$ cat src/rtl/max_pool_2x2.sv
// max_pool_2x2
// 2x2, stride-2 max-pooling stage for a 4-lane signed pixel stream arriving
// in row-major raster order (one pixel = 4 channels per beat, valid-only).
// Emits one pooled 4-lane pixel per 2x2 window, one cycle after the beat
// that completes the window (its bottom-right pixel).
//
// Ports:
//   clk                  rising-edge clock
//   rst                  synchronous active-high reset
//   data_i_1..data_i_4   signed input lanes of the current pixel
//   valid_i              input beat valid
//   data_o_1..data_o_4   signed pooled lanes (registered, held between outputs)
//   valid_o              pooled-pixel valid (registered)
//   frame_done_o         pulse with the last valid_o of a frame
module max_pool_2x2 #(
  parameter int IMG_W = 224,
  parameter int IMG_H = 224,
  parameter int DW    = 8
) (
  input  logic          clk,
  input  logic          rst,
  input  logic [DW-1:0] data_i_1,
  input  logic [DW-1:0] data_i_2,
  input  logic [DW-1:0] data_i_3,
  input  logic [DW-1:0] data_i_4,
  input  logic          valid_i,
  output logic [DW-1:0] data_o_1,
  output logic [DW-1:0] data_o_2,
  output logic [DW-1:0] data_o_3,
  output logic [DW-1:0] data_o_4,
  output logic          valid_o,
  output logic          frame_done_o
);

  localparam int COL_W = $clog2(IMG_W);
  localparam int ROW_W = $clog2(IMG_H);
  localparam int LB_D  = IMG_W / 2;
  localparam int LB_AW = (LB_D > 1) ? $clog2(LB_D) : 1;

  typedef logic [3:0][DW-1:0] pix_t;

  function automatic logic [DW-1:0] smax(input logic [DW-1:0] a, input logic [DW-1:0] b);
    return ($signed(a) > $signed(b)) ? a : b;
  endfunction

  logic [COL_W-1:0] col_q, col_d;
  logic [ROW_W-1:0] row_q, row_d;
  pix_t             pair_q, pair_d;
  pix_t             data_o_q, data_o_d;
  logic             valid_o_q, valid_o_d;
  logic             frame_done_q, frame_done_d;

  pix_t             din;
  pix_t             hmax;
  pix_t             lb_rdata;
  logic             lb_we;
  logic [LB_AW-1:0] lb_addr;
  logic             col_last, row_last;

  // One entry per horizontal pair: holds the top-row pair maxima until the
  // odd row arrives. Contents are never reset; every entry is written on an
  // even row before it is read on the following odd row.
  pix_t linebuf_q [LB_D];

  assign din      = {data_i_4, data_i_3, data_i_2, data_i_1};
  assign lb_addr  = LB_AW'(col_q >> 1);
  assign lb_rdata = linebuf_q[lb_addr];
  assign col_last = (col_q == COL_W'(IMG_W - 1));
  assign row_last = (row_q == ROW_W'(IMG_H - 1));

  always_comb begin
    for (int k = 0; k < 4; k++) begin
      hmax[k] = smax(pair_q[k], din[k]);
    end
  end

  always_comb begin
    col_d        = col_q;
    row_d        = row_q;
    pair_d       = pair_q;
    data_o_d     = data_o_q;
    valid_o_d    = 1'b0;
    frame_done_d = 1'b0;
    lb_we        = 1'b0;

    if (valid_i) begin
      if (!col_q[0]) begin
        pair_d = din;
      end else if (!row_q[0]) begin
        lb_we = 1'b1;
      end else begin
        // Bottom-right pixel of a window: combine with the stored top pair.
        for (int k = 0; k < 4; k++) begin
          data_o_d[k] = smax(hmax[k], lb_rdata[k]);
        end
        valid_o_d    = 1'b1;
        frame_done_d = row_last && col_last;
      end

      if (col_last) begin
        col_d = '0;
        row_d = row_last ? '0 : row_q + 1'b1;
      end else begin
        col_d = col_q + 1'b1;
      end
    end
  end

  always_ff @(posedge clk) begin
    if (rst) begin
      col_q        <= '0;
      row_q        <= '0;
      pair_q       <= '0;
      data_o_q     <= '0;
      valid_o_q    <= 1'b0;
      frame_done_q <= 1'b0;
    end else begin
      col_q        <= col_d;
      row_q        <= row_d;
      pair_q       <= pair_d;
      data_o_q     <= data_o_d;
      valid_o_q    <= valid_o_d;
      frame_done_q <= frame_done_d;
    end
  end

  always_ff @(posedge clk) begin
    if (lb_we) begin
      linebuf_q[lb_addr] <= hmax;
    end
  end

  assign data_o_1     = data_o_q[0];
  assign data_o_2     = data_o_q[1];
  assign data_o_3     = data_o_q[2];
  assign data_o_4     = data_o_q[3];
  assign valid_o      = valid_o_q;
  assign frame_done_o = frame_done_q;

endmodule
$ cat config.mk
export PLATFORM = sky130hd
export DESIGN_NAME = max_pool_2x2
export DESIGN_NICKNAME = d
export VERILOG_FILES = /design/src/rtl/max_pool_2x2.sv
export SDC_FILE = /design/constraint.sdc
export NUM_CORES = 2
export LEC_CHECK = 0
export CAP_MARGIN = 40
export CORE_MARGIN = 5
export CORE_UTILIZATION = 45
export CTS_CLUSTER_DIAMETER = 40
export DETAILED_ROUTE_END_ITERATION = 8
export MAX_ROUTING_LAYER = met4
export SYNTH_ARGS = -nofsm -noshare
export SYNTH_HDL_FRONTEND = slang
export SYNTH_SLANG_ARGS = --single-unit
$ cat constraint.sdc
create_clock -name clk -period 7.5 [get_ports clk]
set_clock_uncertainty 0.2 [all_clocks]
set_input_delay 1.125 -clock clk [delete_from_list [all_inputs] [get_ports clk]]
set_output_delay 1.125 -clock clk [all_outputs]
set_load 0.02 [all_outputs]
* Word-level counts from Yosys, hierarchy flattened *
Memories as Yosys holds them, arrays and structs flattened. A register that Yosys moved wholly into a read port is not among the register bits.
Cells that the tools add are included.

storage, ports and cells
  register bits after elaboration = 82
  logic and storage cells = 52
  output and inout port bits = 34
  memory bits (writable) = 3,584
  memories = 1

cells by class
  $lt $le $gt $ge = 8
  $add $sub $neg = 2
  eq/ne operators = 2
  multiplexer cells = 18
  bitwise gates (word level) = 3
  reductions and logical operators = 6

memories
  name       words  bits a word  read ports  clocked after memory_dff  write ports  RTL line  source
  linebuf_q  112    32           1           1                         1            63        pix_t linebuf_q [LB_D];

operators with widths
  kind                 count
  $mux 8               10
  $gt 8x8->1           8
  $add 8x1->8 const B  2
  $eq 8x8->1 const B   2
  $mux 7               2
  $mux 1               6
  $reduce_and 2->1     2
  $reduce_or 4->1      1
  $not 1->1            3
  $reduce_and 3->1     1
  $reduce_or 3->1      1
  $logic_and 1x1->1    1

* Longest topological paths before layout *
  depth in word-level cells = 5
  gate-level depth with buffers = 22
  depth with buffers taken out = 19

* Least setup slack after synthesis *
Ideal clock, no wire load.

  path type = input -> register
  start point = input data_i_1[1]
  end point = register data_o_q (netlist bit data_o_1[7])
  stages on the path = 16
  setup time = 61 ps
  path slack = 349 ps
  data arrival time = 6,890 ps
  cells stage by stage = inv_1 > ha_1 > nor2b_1 > o21a_1 > o21ai_0 > a21oi_1 > o211a_1 > o211ai_1 > ha_1 > o211ai_1 > a21o_1 > a21oi_1 > or3_1 > clkbuf_1 > nor2_1 > a211o_1

RTL lines
  item                  RTL line  source
  start, declared       22        input logic [DW-1:0] data_i_1,
  end signal, assigned  121       data_o_q <= data_o_d;
  end, declared         49        pix_t data_o_q, data_o_d;

==> reports/results.ini <==
[outcome]
status=finished, final reports clean

[floorplanning]
fp.dieArea_sq_mm=0.329
io_pins=69
start_util_pct=45.2
die_h_um=573
die_w_um=573
core_sq_mm=0.315
rows=206

[final_layout]
mostFrequentLayoutCell=edfxtp_1
fin_cells=11600
drive_above_1_share_pct=32.0
register_area_sq_mm=0.109
fin_nets=7099
fin_area_sq_mm=0.168
fill_cells=23900
syn_to_final_growth_pct=17.7
final_cell_mix=edfxtp_1 (3,584), mux4_2 (996), clkbuf_16 (469)
multi_input_area_sq_mm=0.0319

[synth]
synth_flop_cell=edfxtp_1
yosysSeqAreaShare_pct=76.7
ys_seq_elements=3673
syn_avg_cell_area_sq_um=22.3
yosysTopAreaCell=edfxtp_1
synth-edff-count=3584
synth_area_sq_mm=0.143
synthCells=6400
async_flop_share_pct=0
synth_cell_types=69
synth.area.top_cells=edfxtp_1 (75%), mux4_2 (16%), dfxtp_1 (1.2%), mux2i_1 (0.84%), nand2_1 (0.74%)
yosys_warnings=0
yosysTopAreaCellShare_pct=75.4
syn_nets=6501

[global_routing]
grt_overflow_total=0
antenna_found_initial=36
grt_usage_pct=26.6
grt_pass1_vias=72800
grt_pass1_wl_mm=595
grt_max_degree=94

[worst_setup_path]
arrival_ps=6740
cp-start-kind=flip-flop
end_kind=flip-flop
path_class=reg -> reg
crit_required_ps=8170
reg2reg_slack_ps=1430
cp_max_fo=35

[clock_network]
cts_buffers=469
htreeDepth=5
cts_hold_buffers=0
ctsResizeCount=0
path_clk_slew_ps=50
cts.sinks=3673
cts_tree=built
cts_root_buf=clkbuf_16
post-cts-setup-buffers=0
clock_path_buffers=4
clk_latency_ps=990

[timing]
fin_crit_ps=6070
max_freq_mhz=165
rsz0062_at_grt=no
setup_viol=0
fin_ws_ps=1430
min_period_over_period_pct=81.0
relSlewSlack_pct=29.5
fin_setup_tns_ps=0
drv_slew=0
tightestPinTransition_ps=1060
hold_viol=0

[placed_design]
placed_cells=10700
finalWeightedCongestion=0.940
port_buffers=68
placed_area_sq_mm=0.152
hpwl_mm=259
preCtsSetupSlack_ps=999

[drt]
drt_iter0_drc=10400
via_per_inst=6.35
drt_first_pass_iters=5
drc_errors=0
drtAntennaViolNets=0
wl_per_cell_um=37.0
dr_total_vias=73600
drt-total-wl_mm=429

[job]
drv_cap=0

[pwr]
powerDensity_mw_per_mm2=290
ir_worst_vdd_uv=215
p_leak_nw=52.8

[min_path]
min_path_type=reg -> reg

## metal layers
metal  routed length, um  GRT usage, %  up-vias
met5                   0             -        -
met4               16800          9.08        0
met3               45900          5.86      758
met2              199000          39.6     4376
met1              167000          36.8    40000
li1                    -             -    28500
## cell families (layout without fill, tap and decap cells)
family	after synthesis	count (layout)	share of synthesized area, %
DFF	3673	3673	76.7
muxes	1150	1150	16.8
and+or+nand+nor	696	696	2.19
AOI/OAI and AO/OA	410	410	2.00
buffers and inverters	392	1398	1.67
adders and majority gates	66	66	0.579
xor gates and xnor gates	13	13	0.0798
other	0	31	0
## final cells by class
type,instances,area share [%]
well taps,4160,3.10
inverters,63,0.162
repair buffers,456,2.90
clock inverters,368,2.58
clock buffers,511,7.09
flip-flops and latches,3673,65.1
multi-input cells,2335,19.0
diodes,31,0.0462
## state kept, by name, summed over array words and instances, names as in the netlist, named ones only
register      count
linebuf_q      3584
pair_q           32
col_q             8
data_o_1          8
data_o_2          8
data_o_3          8
data_o_4          8
row_q             8
frame_done_o      1
valid_o           1
## synthesized netlist by cell type, drive strengths merged (16+ instances only)
master	n
dfxtp	89
clkbuf	89
o22ai	33
o21ai	55
mux2	34
mux4	996
a22oi	48
o211ai	16
edfxtp	3584
nor2	195
mux2i	120
nor3	22
nor2b	18
nand2	281
and3	35
o221ai	20
a32oi	16
a21oi	89
buf	240
a31oi	26
nand4	16
nand3b	16
nand3	55
ha	66
a221oi	16
inv	63
## metrics by stage
step           utilization (%)  power [mW]  hold WS, ps
6_report                  53.2        48.7          267
5_1_grt                   53.2        50.1          282
4_1_cts                   53.2        48.9          267
3_5_place_dp              48.1        26.2          260
3_3_place_gp              47.6        26.1          260
2_1_floorplan                -        25.1          246
## report_power, final
group / internal (mW) / leakage, nW / switching [mW]
combinational: 0.842 / 11.7 / 1.80
sequential: 23.1 / 33.4 / 0.0213
clock: 13.7 / 7.80 / 9.24
total: 37.6 / 52.8 / 11.1
## path summary, 6_finish.rpt
kind | start | endpoint | depth (start not counted)
max | flip-flop | data_o_2[4]$_SDFFE_PP0P_ | 17
min | pair_q[0]$_SDFFE_PP0P_ | pair_q[0]$_SDFFE_PP0P_ | 2
max reg2reg | flip-flop | data_o_2[4]$_SDFFE_PP0P_ | 17
min reg2reg | pair_q[0]$_SDFFE_PP0P_ | pair_q[0]$_SDFFE_PP0P_ | 2
## critical path, cell delays in order, from the launching register on
cell and delay [ps]:
dfxtp_4 470, buf_16 310, buf_12 260, buf_12 320
mux4_2 550, mux4_2 560, o22ai_1 420, a31oi_1 210
buf_4 250, o211ai_1 140, ha_1 310, a2111oi_0 490
a21oi_1 130, o311ai_0 400, o21a_1 370, nor2_1 160
a22oi_1 220, o21ai_0 100
No activity file was read; power rests on OpenSTA's default activity.
